### config.mk
export PLATFORM = sky130hd
export DESIGN_NAME = regfile_exec_unit
export DESIGN_NICKNAME = d
export VERILOG_FILES = /design/src/rtl/regfile_exec_unit.sv
export SDC_FILE = /design/constraint.sdc
export NUM_CORES = 1
export LEC_CHECK = 0
export BUFFER_PORTS_ARGS = -buffer_cell sky130_fd_sc_hd__buf_2
export CAP_MARGIN = 25
export CELL_PAD_IN_SITES_DETAIL_PLACEMENT = 0
export CELL_PAD_IN_SITES_GLOBAL_PLACEMENT = 2
export CORE_ASPECT_RATIO = 1.75
export CORE_MARGIN = 2
export CORE_UTILIZATION = 34
export DETAILED_ROUTE_END_ITERATION = 12
export PLACE_DENSITY = 0.82
export SETUP_SLACK_MARGIN = 0.5
export SLEW_MARGIN = 20
export SYNTH_ARGS = -nofsm -noshare
export SYNTH_HDL_FRONTEND = slang
export SYNTH_SLANG_ARGS = --single-unit
### constraint.sdc
create_clock -name CLK -period 4.5 [get_ports CLK]
set_input_delay 0.45 -clock CLK [delete_from_list [all_inputs] [get_ports CLK]]
set_output_delay 0.45 -clock CLK [all_outputs]
set_load 0.03 [all_outputs]
### src/rtl/regfile_exec_unit.sv
// Execute/write-back sequencer for a 16x32 two-read/one-write register file.
// One op at a time: READ -> CAPT -> (MUL iterations) -> WB, or straight to WB/ERR.
module regfile_exec_unit #(
    parameter int DW       = 32,
    parameter int AW       = 4,
    parameter int MUL_ITER = 32
) (
    input  logic          CLK,
    input  logic          rst,
    input  logic          req_valid,
    output logic          req_ready,
    input  logic [3:0]    req_op,
    input  logic [AW-1:0] req_rd,
    input  logic [AW-1:0] req_rs1,
    input  logic [AW-1:0] req_rs2,
    input  logic [15:0]   req_imm,
    input  logic [DW-1:0] op1,
    input  logic [DW-1:0] op2,
    output logic [AW-1:0] sel_o1,
    output logic [AW-1:0] sel_o2,
    output logic          RD,
    output logic [DW-1:0] Ip1,
    output logic [AW-1:0] sel_i1,
    output logic          WR,
    output logic          EN,
    output logic          done,
    output logic          err,
    output logic          zero
);
    localparam int SW = $clog2(DW);
    localparam int CW = $clog2(MUL_ITER);

    localparam logic [3:0] OP_ADD = 4'd0;
    localparam logic [3:0] OP_SUB = 4'd1;
    localparam logic [3:0] OP_AND = 4'd2;
    localparam logic [3:0] OP_OR  = 4'd3;
    localparam logic [3:0] OP_XOR = 4'd4;
    localparam logic [3:0] OP_SLL = 4'd5;
    localparam logic [3:0] OP_SRL = 4'd6;
    localparam logic [3:0] OP_SRA = 4'd7;
    localparam logic [3:0] OP_SLT = 4'd8;
    localparam logic [3:0] OP_MUL = 4'd9;
    localparam logic [3:0] OP_LDI = 4'd10;

    typedef enum logic [2:0] {S_IDLE, S_READ, S_CAPT, S_MUL, S_WB, S_ERR} state_t;

    state_t        state_reg, state_next;
    logic [3:0]    op_reg, op_next;
    logic [AW-1:0] rd_reg, rd_next;
    logic [DW-1:0] a_reg, a_next;
    logic [DW-1:0] b_reg, b_next;
    logic [DW-1:0] acc_reg, acc_next;
    logic [CW-1:0] cnt_reg, cnt_next;

    logic          ready_reg, ready_next;
    logic [AW-1:0] sel_o1_reg, sel_o1_next;
    logic [AW-1:0] sel_o2_reg, sel_o2_next;
    logic          rd_strobe_reg, rd_strobe_next;
    logic [DW-1:0] ip1_reg, ip1_next;
    logic [AW-1:0] sel_i1_reg, sel_i1_next;
    logic          wr_reg, wr_next;
    logic          done_reg, done_next;
    logic          err_reg, err_next;
    logic          zero_reg, zero_next;

    logic [DW-1:0] alu_result;
    logic [DW-1:0] mul_sum;

    // Register file data is live during CAPT, so the ALU works straight off op1/op2.
    always_comb begin
        alu_result = '0;
        case (op_reg)
            OP_ADD:  alu_result = op1 + op2;
            OP_SUB:  alu_result = op1 - op2;
            OP_AND:  alu_result = op1 & op2;
            OP_OR:   alu_result = op1 | op2;
            OP_XOR:  alu_result = op1 ^ op2;
            OP_SLL:  alu_result = op1 << op2[SW-1:0];
            OP_SRL:  alu_result = op1 >> op2[SW-1:0];
            OP_SRA:  alu_result = $signed(op1) >>> op2[SW-1:0];
            OP_SLT:  alu_result = {{(DW-1){1'b0}}, ($signed(op1) < $signed(op2))};
            default: alu_result = '0;
        endcase
    end

    assign mul_sum = b_reg[0] ? (acc_reg + a_reg) : acc_reg;

    always_comb begin
        state_next = state_reg;
        op_next    = op_reg;
        rd_next    = rd_reg;
        a_next     = a_reg;
        b_next     = b_reg;
        acc_next   = acc_reg;
        cnt_next   = cnt_reg;
        ip1_next   = ip1_reg;
        case (state_reg)
            S_IDLE: begin
                if (req_valid && ready_reg) begin
                    op_next = req_op;
                    rd_next = req_rd;
                    if (req_op == OP_LDI) begin
                        ip1_next   = {{(DW-16){1'b0}}, req_imm};
                        state_next = S_WB;
                    end else if (req_op > OP_LDI) begin
                        state_next = S_ERR;
                    end else begin
                        state_next = S_READ;
                    end
                end
            end
            S_READ: state_next = S_CAPT;
            S_CAPT: begin
                a_next = op1;
                b_next = op2;
                if (op_reg == OP_MUL) begin
                    acc_next   = '0;
                    cnt_next   = '0;
                    state_next = S_MUL;
                end else begin
                    ip1_next   = alu_result;
                    state_next = S_WB;
                end
            end
            S_MUL: begin
                acc_next = mul_sum;
                a_next   = a_reg << 1;
                b_next   = b_reg >> 1;
                cnt_next = cnt_reg + CW'(1);
                if (cnt_reg == CW'(MUL_ITER - 1)) begin
                    ip1_next   = mul_sum;
                    state_next = S_WB;
                end
            end
            S_WB:    state_next = S_IDLE;
            S_ERR:   state_next = S_IDLE;
            default: state_next = S_IDLE;
        endcase

        // Outputs are decoded from the next state so they are registered yet state-aligned.
        ready_next     = (state_next == S_IDLE);
        rd_strobe_next = (state_next == S_READ);
        sel_o1_next    = rd_strobe_next ? req_rs1 : '0;
        sel_o2_next    = rd_strobe_next ? req_rs2 : '0;
        wr_next        = (state_next == S_WB);
        sel_i1_next    = wr_next ? rd_next : '0;
        done_next      = wr_next;
        err_next       = (state_next == S_ERR);
        zero_next      = wr_next ? (ip1_next == '0) : zero_reg;
    end

    always_ff @(posedge CLK or posedge rst) begin
        if (rst) begin
            state_reg     <= S_IDLE;
            op_reg        <= '0;
            rd_reg        <= '0;
            a_reg         <= '0;
            b_reg         <= '0;
            acc_reg       <= '0;
            cnt_reg       <= '0;
            ready_reg     <= 1'b1;
            sel_o1_reg    <= '0;
            sel_o2_reg    <= '0;
            rd_strobe_reg <= 1'b0;
            ip1_reg       <= '0;
            sel_i1_reg    <= '0;
            wr_reg        <= 1'b0;
            done_reg      <= 1'b0;
            err_reg       <= 1'b0;
            zero_reg      <= 1'b0;
        end else begin
            state_reg     <= state_next;
            op_reg        <= op_next;
            rd_reg        <= rd_next;
            a_reg         <= a_next;
            b_reg         <= b_next;
            acc_reg       <= acc_next;
            cnt_reg       <= cnt_next;
            ready_reg     <= ready_next;
            sel_o1_reg    <= sel_o1_next;
            sel_o2_reg    <= sel_o2_next;
            rd_strobe_reg <= rd_strobe_next;
            ip1_reg       <= ip1_next;
            sel_i1_reg    <= sel_i1_next;
            wr_reg        <= wr_next;
            done_reg      <= done_next;
            err_reg       <= err_next;
            zero_reg      <= zero_next;
        end
    end

    assign req_ready = ready_reg;
    assign sel_o1    = sel_o1_reg;
    assign sel_o2    = sel_o2_reg;
    assign RD        = rd_strobe_reg;
    assign Ip1       = ip1_reg;
    assign sel_i1    = sel_i1_reg;
    assign WR        = wr_reg;
    assign EN        = rd_strobe_reg | wr_reg;
    assign done      = done_reg;
    assign err       = err_reg;
    assign zero      = zero_reg;

endmodule

==> summary.txt <==
Outcome: finished with violations
Failing checks: setup timing
Synth Area in Simple Gates: 18.6%
Arrival time worst endpoint: 4900 ps
GRT Total Usage: 36.3%
Largest cells by area after synthesis: dfrtp_1 (21%), mux4_2 (8.7%), ha_1 (8.4%)
DRT Pass-1 Iters: 6
Initial antenna violation count: 1
Synth unique cells: 95
Maximum fanout along the worst path: 8
Routability cong.: 1.04
Post-Syn Nets: 2599
Post-Route WL: 107000 µm
Setup Skew: 13.2 ps
Clock sinks: 161
H-tree levels: 4
Hold slack: 168 ps
Startpoint types: register
Die width: 184 µm
Num CTS Buffers: 17
Clk_lat worst skew: 490 ps
Main flop type after synthesis: dfrtp_1
Finished Cell Area: 0.0258 mm²
Cell Area, Placed: 0.0247 mm²
Worst Tran Pin Value: 1050 ps
Number of diodes: 0
Leakage: 11.6 nW
Synth top area share: 20.7%
# Max-Cap Violations: 0
CTS tree: yes
EDFF count, synth: 0
Boundary Pins: 150
P per Cell Area: 567 mW/mm²
Area growth syn-to-layout: 33.8%
Final WS setup: -20.9 ps
Initial Util: 34.3%
Via Count: 22796
Crit. End Element: register
Hpwl dp: 86100 µm
Slew headroom: 28.4%
Reg2reg setup slack: -20 ps
Synth Instances: 2367
Final hold violations: 0
Final setup viols: 1
Pins Over Slew Limit: 0
Wirelength per Cell: 29.1 µm
VDD IR max: 321 µV
Ys async rst share: 100%
Post-layout util: 45.9%
F_max: 221 MHz
Vias in the first global route: 22818
Sequential share of the synthesized area: 20.9%
Final period util: 100%
Mux contribution to synthesized area: 15.8%
Die span in y: 319 µm
Setup TNS: -20.9 ps
RSZ-0062 raised after global routing: yes
Iter 0 DRT Violations: 2129
Most frequent cell after synthesis: nor2_1
ANT nets after route: 0
Grt ovf: 0
Vias per cell: 6.19
Post-route DRC violation count: 0
Largest net degree at the start of global routing: 83
Root buffer cell: clkbuf_16
I/O Buffers: 149
WP data required: 4880 ps
Total Power: 14.7 mW
Period minus WS final: 4520 ps
CP Class: register to register
Top post-synthesis cells by count: nor2_1 (230), a21oi_1 (195), nand2_1 (172)
Proportion of layout cells with a drive suffix above 1: 33.0%
Core Area: 0.0563 mm²
Post-synthesis compound-gate area fraction: 27.2%
Yosys reg bits: 161
Syn Area/Cell: 8.16 µm²
Final #Nets: 3140
First-pass GRT wire length: 154000 µm
Synth area leader: dfrtp_1
CTS clk-pin slew, worst paths: 80 ps
DIE AREA: 0.0588 mm²
Max clock buf depth: 2
Worst Hold Class: input port to register
Filler cells: 5591
Adder-cell share of the synthesized area: 8.73%
Warnings, synthesis: 0
FP Rows: 115
Post-Synth XOR/XNOR Area: 1.95%
Synthesized cell area: 0.0193 mm²
Combinational family with the most area after synthesis: compound AO/OA/AOI/OAI gates
-- routing by layer --
metal | routed length, µm | track usage, % | vias up
met5 | 14 | 0 | -
met3 | 7210 | 6.70 | 373
li1 | - | - | 10025
met2 | 52400 | 62.4 | 1236
met4 | 9980 | 27.9 | 2
met1 | 37700 | 39.0 | 11160
-- where the power goes --
group,switching (mW),internal (mW)
clock,0.799,0.806
combinational,6.16,4.31
sequential,0.539,2.04
-- path summary, 6_finish.rpt --
check	startpoint	end	cells past startpoint
setup reg to reg	op_reg[3]$_DFFE_PP0P_	zero$_DFFE_PP0P_	15
setup / recovery	op_reg[3]$_DFFE_PP0P_	zero$_DFFE_PP0P_	15
hold reg to reg	Ip1[2]$_DFF_PP0_	Ip1[2]$_DFF_PP0_	1
min in group asynchronous	rst	a_reg[24]$_DFFE_PP0N_	3
hold / removal	req_rs1[0]	sel_o1[0]$_DFF_PP0_	2
max in group asynchronous	rst	state_reg[0]$_DFF_PP0_	5
-- cell families after synthesis --
family                     count (synthesis)
adders and majority gates                133
muxes                                    207
and+or+nand+nor                          733
buffers and inverters                    326
xor gates and xnor gates                  43
DFF                                      161
AOI/OAI and AO/OA                        764
-- per-stage QoR --
stage / worst slack (ps) / std cells
2_1_floorplan: -280 / 2367
3_3_place_gp: -759 / 3643
3_5_place_dp: -779 / 3643
4_1_cts: 36.6 / 3677
5_1_grt: -108 / 3681
6_report: -20.9 / 3681
-- layout by cell type (no fill, tap or decap), types with 29 or more instances in the layout --
cell type  instances
nand2_1          172
nor2_1           227
o211ai_1          31
ha_1             123
nor3_1            56
buf_4            558
xnor2_1           30
a21oi_1          190
dfrtp_1          158
nand3_1           43
inv_1            112
o21ai_0          114
mux4_2            75
buf_2            147
mux2i_1          104
a21o_1            29
a211oi_1          30
-- area by class of cell --
class | instances | area (µm²) | area share [%]
Clock buffer | 18 | 439 | 1.70
Tap cell | 760 | 951 | 3.68
Timing Repair Buffer | 729 | 5390 | 20.9
Sequential cell | 161 | 4040 | 15.6
Inverter | 119 | 450 | 1.74
Multi-Input combinational cell | 1880 | 14400 | 55.8
Clock inverter | 14 | 160 | 0.620
-- repair_timing --
action | CTS | global route
hold buffers | 0 | 1
cloned | 0 | 1
hold endpoints to repair | 0 | 9
endpoints found under the setup margin | 5 | 6
pin swaps | 14 | 20
gates resized for setup | 37 | 37
setup buffers | 2 | 1
-- critical path, stage by stage, from the launching register on --
cell and delay, ps:
dfrtp_1 540, buf_4 240, nor4bb_2 510, nand2_1 310
buf_4 240, o31ai_2 530, o32ai_1 230, buf_4 210
a31oi_1 350, a211oi_1 110, buf_4 180, o2111a_1 120
and4b_2 260, or4b_4 220, nor4_4 40, a32o_2 290
(Power assumes the default switching activity.)
